--- src/rtl/iter_shifter.sv ---
// -----------------------------------------------------------------------------
// iter_shifter
//
// An iterative barrel shifter. It takes one request, then applies the shift
// amount one base-3 digit per clock. On RUN edge k it shifts the working
// register by d_k * 3^k. The latency is always STAGES cycles from accept to
// result, whatever the shift amount is.
//
// Parameters
//   WIDTH   data width (2..64)
//   SHW     shift-amount width, $clog2(WIDTH)
//
// Ports
//   clk        clock, rising edge
//   rst        asynchronous active-high reset
//   in_valid   request present
//   in_ready   block is idle and can accept a request
//   in_data    operand
//   in_shamt   unsigned shift amount
//   in_mode    0 SLL, 1 SRA, 2 ROR, 3 SRL (or pass-through, see below)
//   out_valid  result present
//   out_ready  consumer accepts the result
//   out_data   result (meaningful only while out_valid is high)
//
// Build option
//   ITER_SHIFTER_SRL_EN  when defined, mode 3 is a logical right shift.
//                        When it is undefined, mode 3 returns the latched
//                        operand unchanged, with the same latency and
//                        handshake.
// -----------------------------------------------------------------------------
module iter_shifter #(
    parameter int WIDTH = 16,
    parameter int SHW   = $clog2(WIDTH)
) (
    input  logic             clk,
    input  logic             rst,
    input  logic             in_valid,
    output logic             in_ready,
    input  logic [WIDTH-1:0] in_data,
    input  logic [SHW-1:0]   in_shamt,
    input  logic [1:0]       in_mode,
    output logic             out_valid,
    input  logic             out_ready,
    output logic [WIDTH-1:0] out_data
);

    // The smallest n for which 3^n >= 2^shw. This is the number of base-3
    // digits needed to cover every shift amount.
    function automatic int calc_stages(input int shw);
        longint p3;
        int     n;
        p3 = 1;
        n  = 0;
        for (int i = 0; i < 64; i++) begin
            if (p3 < (longint'(1) << shw)) begin
                p3 = p3 * 3;
                n  = n + 1;
            end
        end
        return n;
    endfunction

    function automatic int pow3(input int k);
        int p;
        p = 1;
        for (int i = 0; i < k; i++) begin
            p = p * 3;
        end
        return p;
    endfunction

    localparam int STAGES = calc_stages(SHW);
    localparam int CW     = $clog2(STAGES + 1);

    typedef enum logic [1:0] {
        IDLE = 2'd0,
        RUN  = 2'd1,
        DONE = 2'd2
    } state_t;

    state_t           state_reg, state_next;
    logic [WIDTH-1:0] work_reg,  work_next;
    logic [SHW-1:0]   rem_reg,   rem_next;   // digits of shamt that are not yet applied
    logic [1:0]       mode_reg,  mode_next;
    logic [CW-1:0]    cnt_reg,   cnt_next;

    logic [1:0]         digit;
    logic [31:0]        weight;
    logic [31:0]        amt;
    logic [31:0]        rot;
    logic [2*WIDTH-1:0] dbl;
    logic [WIDTH-1:0]   shifted;

    // Shift datapath for the current stage. Amounts of WIDTH or more are
    // allowed here. Across stages the shifts add up, so shamt >= WIDTH gives
    // zero fill, sign fill, or a rotation by (shamt mod WIDTH).
    always_comb begin
        digit  = 2'(32'(rem_reg) % 32'd3);
        weight = 32'd0;
        for (int k = 0; k < STAGES; k++) begin
            if (cnt_reg == CW'(k)) begin
                weight = 32'(pow3(k));
            end
        end
        amt     = 32'(digit) * weight;
        rot     = amt % 32'(WIDTH);
        dbl     = {work_reg, work_reg} >> rot;
        shifted = work_reg;
        case (mode_reg)
            2'd0:    shifted = work_reg << amt;
            2'd1:    shifted = WIDTH'($signed(work_reg) >>> amt);
            2'd2:    shifted = dbl[WIDTH-1:0];
`ifdef ITER_SHIFTER_SRL_EN
            default: shifted = work_reg >> amt;
`else
            default: shifted = work_reg;
`endif
        endcase
    end

    // Next-state and next-value logic for the FSM.
    always_comb begin
        state_next = state_reg;
        work_next  = work_reg;
        rem_next   = rem_reg;
        mode_next  = mode_reg;
        cnt_next   = cnt_reg;
        case (state_reg)
            IDLE: begin
                if (in_valid) begin
                    work_next  = in_data;
                    rem_next   = in_shamt;
                    mode_next  = in_mode;
                    cnt_next   = '0;
                    state_next = RUN;
                end
            end
            RUN: begin
                work_next = shifted;
                rem_next  = SHW'(32'(rem_reg) / 32'd3);
                cnt_next  = cnt_reg + CW'(1);
                if (cnt_reg == CW'(STAGES - 1)) begin
                    state_next = DONE;
                end
            end
            DONE: begin
                if (out_ready) begin
                    state_next = IDLE;
                end
            end
            default: state_next = IDLE;
        endcase
    end

    always_ff @(posedge clk or posedge rst) begin
        if (rst) begin
            state_reg <= IDLE;
            work_reg  <= '0;
            rem_reg   <= '0;
            mode_reg  <= '0;
            cnt_reg   <= '0;
        end else begin
            state_reg <= state_next;
            work_reg  <= work_next;
            rem_reg   <= rem_next;
            mode_reg  <= mode_next;
            cnt_reg   <= cnt_next;
        end
    end

    assign in_ready  = (state_reg == IDLE);
    assign out_valid = (state_reg == DONE);
    assign out_data  = work_reg;

endmodule

--- config.mk ---
export PLATFORM = sky130hd
export DESIGN_NAME = iter_shifter
export DESIGN_NICKNAME = d
export VERILOG_FILES = /design/src/rtl/iter_shifter.sv
export SDC_FILE = /design/constraint.sdc
export NUM_CORES = 1
export LEC_CHECK = 0
export CORE_MARGIN = 2
export CORE_UTILIZATION = 30
export CTS_BUF_LIST = sky130_fd_sc_hd__clkbuf_8
export DETAILED_ROUTE_END_ITERATION = 10
export HOLD_SLACK_MARGIN = 0.08
export PLACE_DENSITY_LB_ADDON = 0.1
export SLEW_MARGIN = 20
export SYNTH_ARGS = -nofsm -noshare
export SYNTH_HDL_FRONTEND = slang
export SYNTH_SLANG_ARGS = --single-unit
export TNS_END_PERCENT = 1
--- constraint.sdc ---
create_clock -name clk -period 4.65 [get_ports clk]
set_clock_uncertainty 0.2 [all_clocks]
set_input_delay 1.395 -clock clk [delete_from_list [all_inputs] [get_ports clk]]
set_output_delay 1.395 -clock clk [all_outputs]
set_load 0.005 [all_outputs]
==> flow_summary.toml, run 1 <==
[sta]
period_share_pct = 99.22
setup_violations = 0
clock.fmax_mhz = 216.7
max-slew-margin-rel_pct = 54.68
fin_crit_ns = 4.614
rsz0062_at_grt = "true"
drv_slew = 0
worst_slack_ns = 0.03627
worstMarginPinSlew_ns = 0.6736
tns_ns = 0
hold_viol_final = 0

[floorplanning]
fp.coreArea_sq_mm = 0.01330
die_w_um = 120.7
start_util_pct = 30.74
io_pins = 44
rows = 42
design.die.area_sq_mm = 0.01457
die_h_um = 120.7

[route]
drcViolationCount = 0
via_count = 4930
wire_per_inst_um = 22.60
drt_iter0_drc = 553
routed_via_density = 6.394
antenna_left = 0
drt-total-wl_um = 17430
dr.pass1.iters = 7

[synthesis]
synthTopCellsByCount = "nor2_1 (60), nand2_1 (56), a21oi_1 (35)"
synth_top_area_share_pct = 15.92
synth.most_common_cell = "nor2_1"
synthFlopType = "dfrtp_1"
synth_seq_cells = 26
netlist_area_sq_mm = 0.004086
yosysSeqAreaShare_pct = 15.92
synthCells = 528
synthTopCellsByArea = "dfrtp_1 (16%), mux4_2 (9.9%), nor2_1 (5.5%)"
yosysWarnings = 0
synthArstFlopShare_pct = 100.0
synth_nets = 566
syn_avg_cell_area_sq_um = 7.739
ys_types = 82
synth_edf_count = 0
yosysTopAreaCell = "dfrtp_1"

[global_routing]
grt_usage_pct = 23.73
grt_max_degree = 42
grt_pass1_wl_um = 26790
grt_remaining_overflow = 0
grt_pass1_vias = 4536
antenna_found_initial = 0

[placement]
hpwlAfterDp_um = 12970
io_buffer_count = 43
place_ws_ns = -0.05376
gp_congestion = 1.061

[worst_setup_path]
start_kind = "flop"
slowest_delay_ns = 0.45
path_buf_inv = 2
cp_common_cell = "ha_4"
critPathTopFamily = "simple AND/OR/NAND/NOR gates"
crit_fanout = 5
worst_path_max_delay_cell = "dfrtp_1"
cp_data_required_time_ns = 4.66
cp.arrival_ns = 4.62
worstSetupPathType = "reg2reg"
cp_cell_sequence = "ha_4 > nand2_2 > a22oi_2 > mux2i_2 > ha_4 > nor4b_4 > a21oi_4 > nor2_4 > mux2i_4 > nor2_1 > ha_2 > ha_4 > and2_4 > o2111a_1 > a41oi_2 > buf_4 > buf_8 > nand2_4 > or3_4 > o211ai_1 > nor4b_2 > o31ai_1"
end_kind = "flop"

[clock_tree]
tritoncts = "built"
clock_sinks = 26
htree_levels = 1
numCtsBuffers = 3
worstSkewPairLatency_ns = 0.30
cts.clk_slew.worst_paths_ns = 0.10
clk_path_buf_depth = 2
hold_buffers = 0
cts_root_buf = "clkbuf_8"

[flow_run]
maxCapViolations = 0

[min_path]
holdCritPathClass = "reg2reg"

[finish]
fillCellCount = 1340
largest_reg_flops = 16
area_growth_syn_to_layout_pct = 30.96
drive_above_1_share_pct = 26.05
diodes = 0
final_nets = 634

[status]
status = "complete, no violations"
==> placed cells by master, fill, tap and decap left out, types with 4 or more instances in the layout <==
master	instances
buf_6	4
nor3_1	27
a21oi_2	4
buf_4	56
ha_1	7
a31oi_1	5
nor2_2	4
or3_1	6
o31ai_2	4
nor2b_1	4
nor2_1	55
o21ai_0	29
inv_1	18
o22ai_1	5
mux2i_4	4
mux4_2	18
a21oi_1	32
a32oi_1	4
dfrtp_1	25
o21ai_1	6
nand2_1	54
clkdlybuf4s50_1	43
o41ai_1	4
o211ai_1	11
a22oi_1	4
a211oi_1	6
nand3_1	15
nand2b_1	4
mux2i_1	18
==> worst paths after layout <==
| kind | start | end | slack [ns] | cells after the start |
|---|---|---|---|---|
| setup / recovery | rem_reg[2] | out_data[15] | 0.04 | 22 |
| setup reg to reg | rem_reg[2] | out_data[15] | 0.04 | 22 |
| hold reg to reg | cnt_reg[1] | cnt_reg[1] | 0.34 | 2 |
| max in group asynchronous | rst | rem_reg[3] | 2.37 | 3 |
| min in group asynchronous | rst | out_data[0] | 1.23 | 2 |
| hold / removal | cnt_reg[1] | cnt_reg[1] | 0.34 | 2 |
==> through the flow <==
step,hold WS (ns),utilization (%),std cells,area [sq um]
finish,0.3428,40.25,771,5351
global route,0.3814,40.25,771,5351
CTS,0.3581,38.14,761,5071
detailed placement,0.3338,37.29,755,4957
global placement,0.3254,37.29,755,4957
floorplan,0.3001,-,528,4148
==> timing repair <==
| action | 4_1_cts | 5_1_grt |
|---|---|---|
| pin swaps | 4 | 19 |
| endpoints found under the hold margin | 0 | 0 |
| setup endpoints to repair | 6 | 16 |
| resized for setup | 9 | 42 |
| buffers inserted | 2 | 10 |
==> per-layer routing <==
metal  share of wire, %  vias up  track usage (%)
met1                 42     2397            32.16
met2                 45      310            36.12
met5                  0        -                0
met4                4.4        0            10.17
li1                   -     2163                -
met3                9.1       60            5.377
==> final cells by class <==
class / instances / area [sq um] / area share [%]
Multi-Input combinational cell: 440 / 3398 / 63.50
Clock buffer: 3 / 41.29 / 0.7716
Inverter: 20 / 78.83 / 1.473
Sequential cell: 26 / 651.9 / 12.18
Timing Repair Buffer: 105 / 930.9 / 17.40
Clock inverter: 1 / 30.03 / 0.5611
Tap cell: 176 / 220.2 / 4.115
==> cells by family after synthesis <==
group           count (synthesis)  synth area share (%)
simple gates                  210                 26.03
compound gates                175                 30.56
buf+inv                        62                 7.318
mux                            43                 16.50
flops                          26                 15.92
fa+ha+maj                      12                 3.674
==> tightest hold or removal path, cell delays in order, from the launching register on <==
cell,delay [ns]
dfrtp_1,0.40
nand2_1,0.06
o21ai_0,0.06
Power of run 1 is left out: the tool's default activity adds up to more than one toggle a clock period on the data nets, which glitch-free logic cannot reach.
==> inputs of run 2 (changes only) <==
--- a/config.mk
+++ b/config.mk
@@ -5,6 +5,8 @@
 export SDC_FILE = /design/constraint.sdc
 export NUM_CORES = 1
 export LEC_CHECK = 0
+export CAP_MARGIN = 20
+export CORE_ASPECT_RATIO = 1.2
 export CORE_MARGIN = 2
 export CORE_UTILIZATION = 30
 export CTS_BUF_LIST = sky130_fd_sc_hd__clkbuf_8
==> run 2 against run 1 <==
Effect of this change:
- maximum frequency is 1.5% higher
- clock-buffer cell count stayed put
- cell area is 0.23% higher
- routed wire length up 8.4%
- core utilization increased by 0.27 points
- hold slack better by 0.017 ns
- non-clock buffer count rose by 2
- first-iteration DRC count fell by 20%
- final cell count is 0.78% lower
- critical path depth decreased by 1
- register-to-register slack better by 0.07 ns
- die area about the same
==> flow_summary.toml, run 2 (synthesis results as in run 1) <==
[route]
drcViolationCount = 0
wire_per_inst_um = 24.68
dr.pass1.iters = 5
drt-total-wl_um = 18880
antenna_left = 0
via_count = 4730
drt_iter0_drc = 444
routed_via_density = 6.183

[global_routing]
grt_remaining_overflow = 0
grt_max_degree = 46
grt_pass1_wl_um = 28510
antenna_found_initial = 0
grt_usage_pct = 25.16
grt_pass1_vias = 4678

[floorplanning]
design.die.area_sq_mm = 0.01457
fp.coreArea_sq_mm = 0.01324
die_h_um = 131.9
start_util_pct = 30.87
rows = 46
io_pins = 44
die_w_um = 110.5

[placement]
postPlaceCellArea_sq_mm = 0.005035
place_ws_ns = -0.2320
place_inst = 752
io_buffer_count = 43
gp_congestion = 0.9873
hpwlAfterDp_um = 14500

[clock_tree]
tritoncts = "built"
worstSkewPairLatency_ns = 0.30
clk_path_buf_depth = 2
clock_sinks = 26
htree_levels = 1
cts_root_buf = "clkbuf_8"
numCtsBuffers = 3
cts.clk_slew.worst_paths_ns = 0.11
hold_buffers = 0

[worst_setup_path]
start_kind = "flop"
end_kind = "flop"
cp_data_required_time_ns = 4.65
crit_fanout = 5
cp_cell_sequence = "ha_4 > nand2_2 > a22oi_2 > mux2i_2 > ha_2 > nor4b_4 > a21oi_4 > nor2_4 > mux2i_4 > nor2_2 > ha_2 > ha_4 > and2_4 > o2111a_1 > a41oi_2 > buf_6 > o2bb2ai_1 > a221o_1 > a22oi_2 > a211o_1 > a211o_1"
startpoint = "rem_reg[3]"
slowest_delay_ns = 0.46
r2r-start = "rem_reg[3]"
cp.arrival_ns = 4.54
worst_path_max_delay_cell = "dfrtp_2"
worstSetupPathType = "reg2reg"

[finish]
fin_cells = 765
largest_reg_flops = 16
stdcell_area_sq_mm = 0.005364
area_growth_syn_to_layout_pct = 31.26
diodes = 0
drive_above_1_share_pct = 25.46
final_cell_mix = "buf_4 (56), nand2_1 (53), nor2_1 (53), clkdlybuf4s50_1 (43), a21oi_1 (31)"
mostFrequentLayoutCell = "buf_4"
final_nets = 636

[sta]
max-slew-margin-rel_pct = 46.61
drv_slew = 0
fin_crit_ns = 4.544
clock.fmax_mhz = 220.1
worstMarginPinSlew_ns = 0.8009
setup_violations = 0
worst_slack_ns = 0.1062
rsz0062_at_grt = "true"
hold_viol_final = 0
period_share_pct = 97.72

[status]
status = "complete, no violations"

[min_path]
holdCritPathClass = "reg2reg"
min-delay-start = "cnt_reg[1]"

[flow_run]
maxCapViolations = 0
[run 2: cell count changes in the layout (fill, tap and decap cells not counted), sizes merged]
cell  before  now
buf       62   64
[run 2: per-layer routing]
layer / routed length (um) / track usage [%]
met2: 9599 / 45.47
met1: 7366 / 29.51
met3: 980 / 3.540
met5: 0 / 0
met4: 937 / 11.04
[run 2: layout make-up]
type	count	area, sq um
clock buffers	3	41.29
multi-input cells	440	3367
flip-flops and latches	26	651.9
repair buffers	107	984.7
well taps	168	210.2
fillers	1427	7874
clock inverters	1	30.03
inverters	20	78.83
[run 2: timing repair]
action / CTS / global route
endpoints found under the setup margin: 8 / 16
setup buffers: 3 / 8
gates resized for setup: 13 / 29
pin swaps: 8 / 19
[run 2: worst max-delay path: cells and delay by family (launching register included)]
family	cells	cell delay [ns]
adders and majority gates	4	0.92
buffers and inverters	1	0.15
DFF	1	0.46
AOI/OAI and AO/OA	9	1.63
and+or+nand+nor	5	0.70
muxes	2	0.36
[run 2: per-stage QoR]
stage	utilization (%)	setup TNS (ns)	hold slack (ns)
after global placement	38.03	-0.1932	0.3239
final	40.52	0	0.3596
after CTS	39.18	-0.006746	0.3706
after global routing	40.52	-0.1307	0.4173
after detailed placement	38.03	-0.5258	0.3423
after floorplan	-	-0.1307	0.3001
[run 2: worst paths after layout]
path / end / slack (ns) / cells after the start
min in group asynchronous: out_data[4] / 1.27 / 3
worst min register to register: cnt_reg[1] / 0.36 / 2
max in group asynchronous: rem_reg[3] / 2.67 / 3
worst min-delay path: cnt_reg[1] / 0.36 / 2
worst max register to register: out_data[8] / 0.11 / 21
worst max-delay path: out_data[8] / 0.11 / 21
Power of run 2 is left out for the same reason.
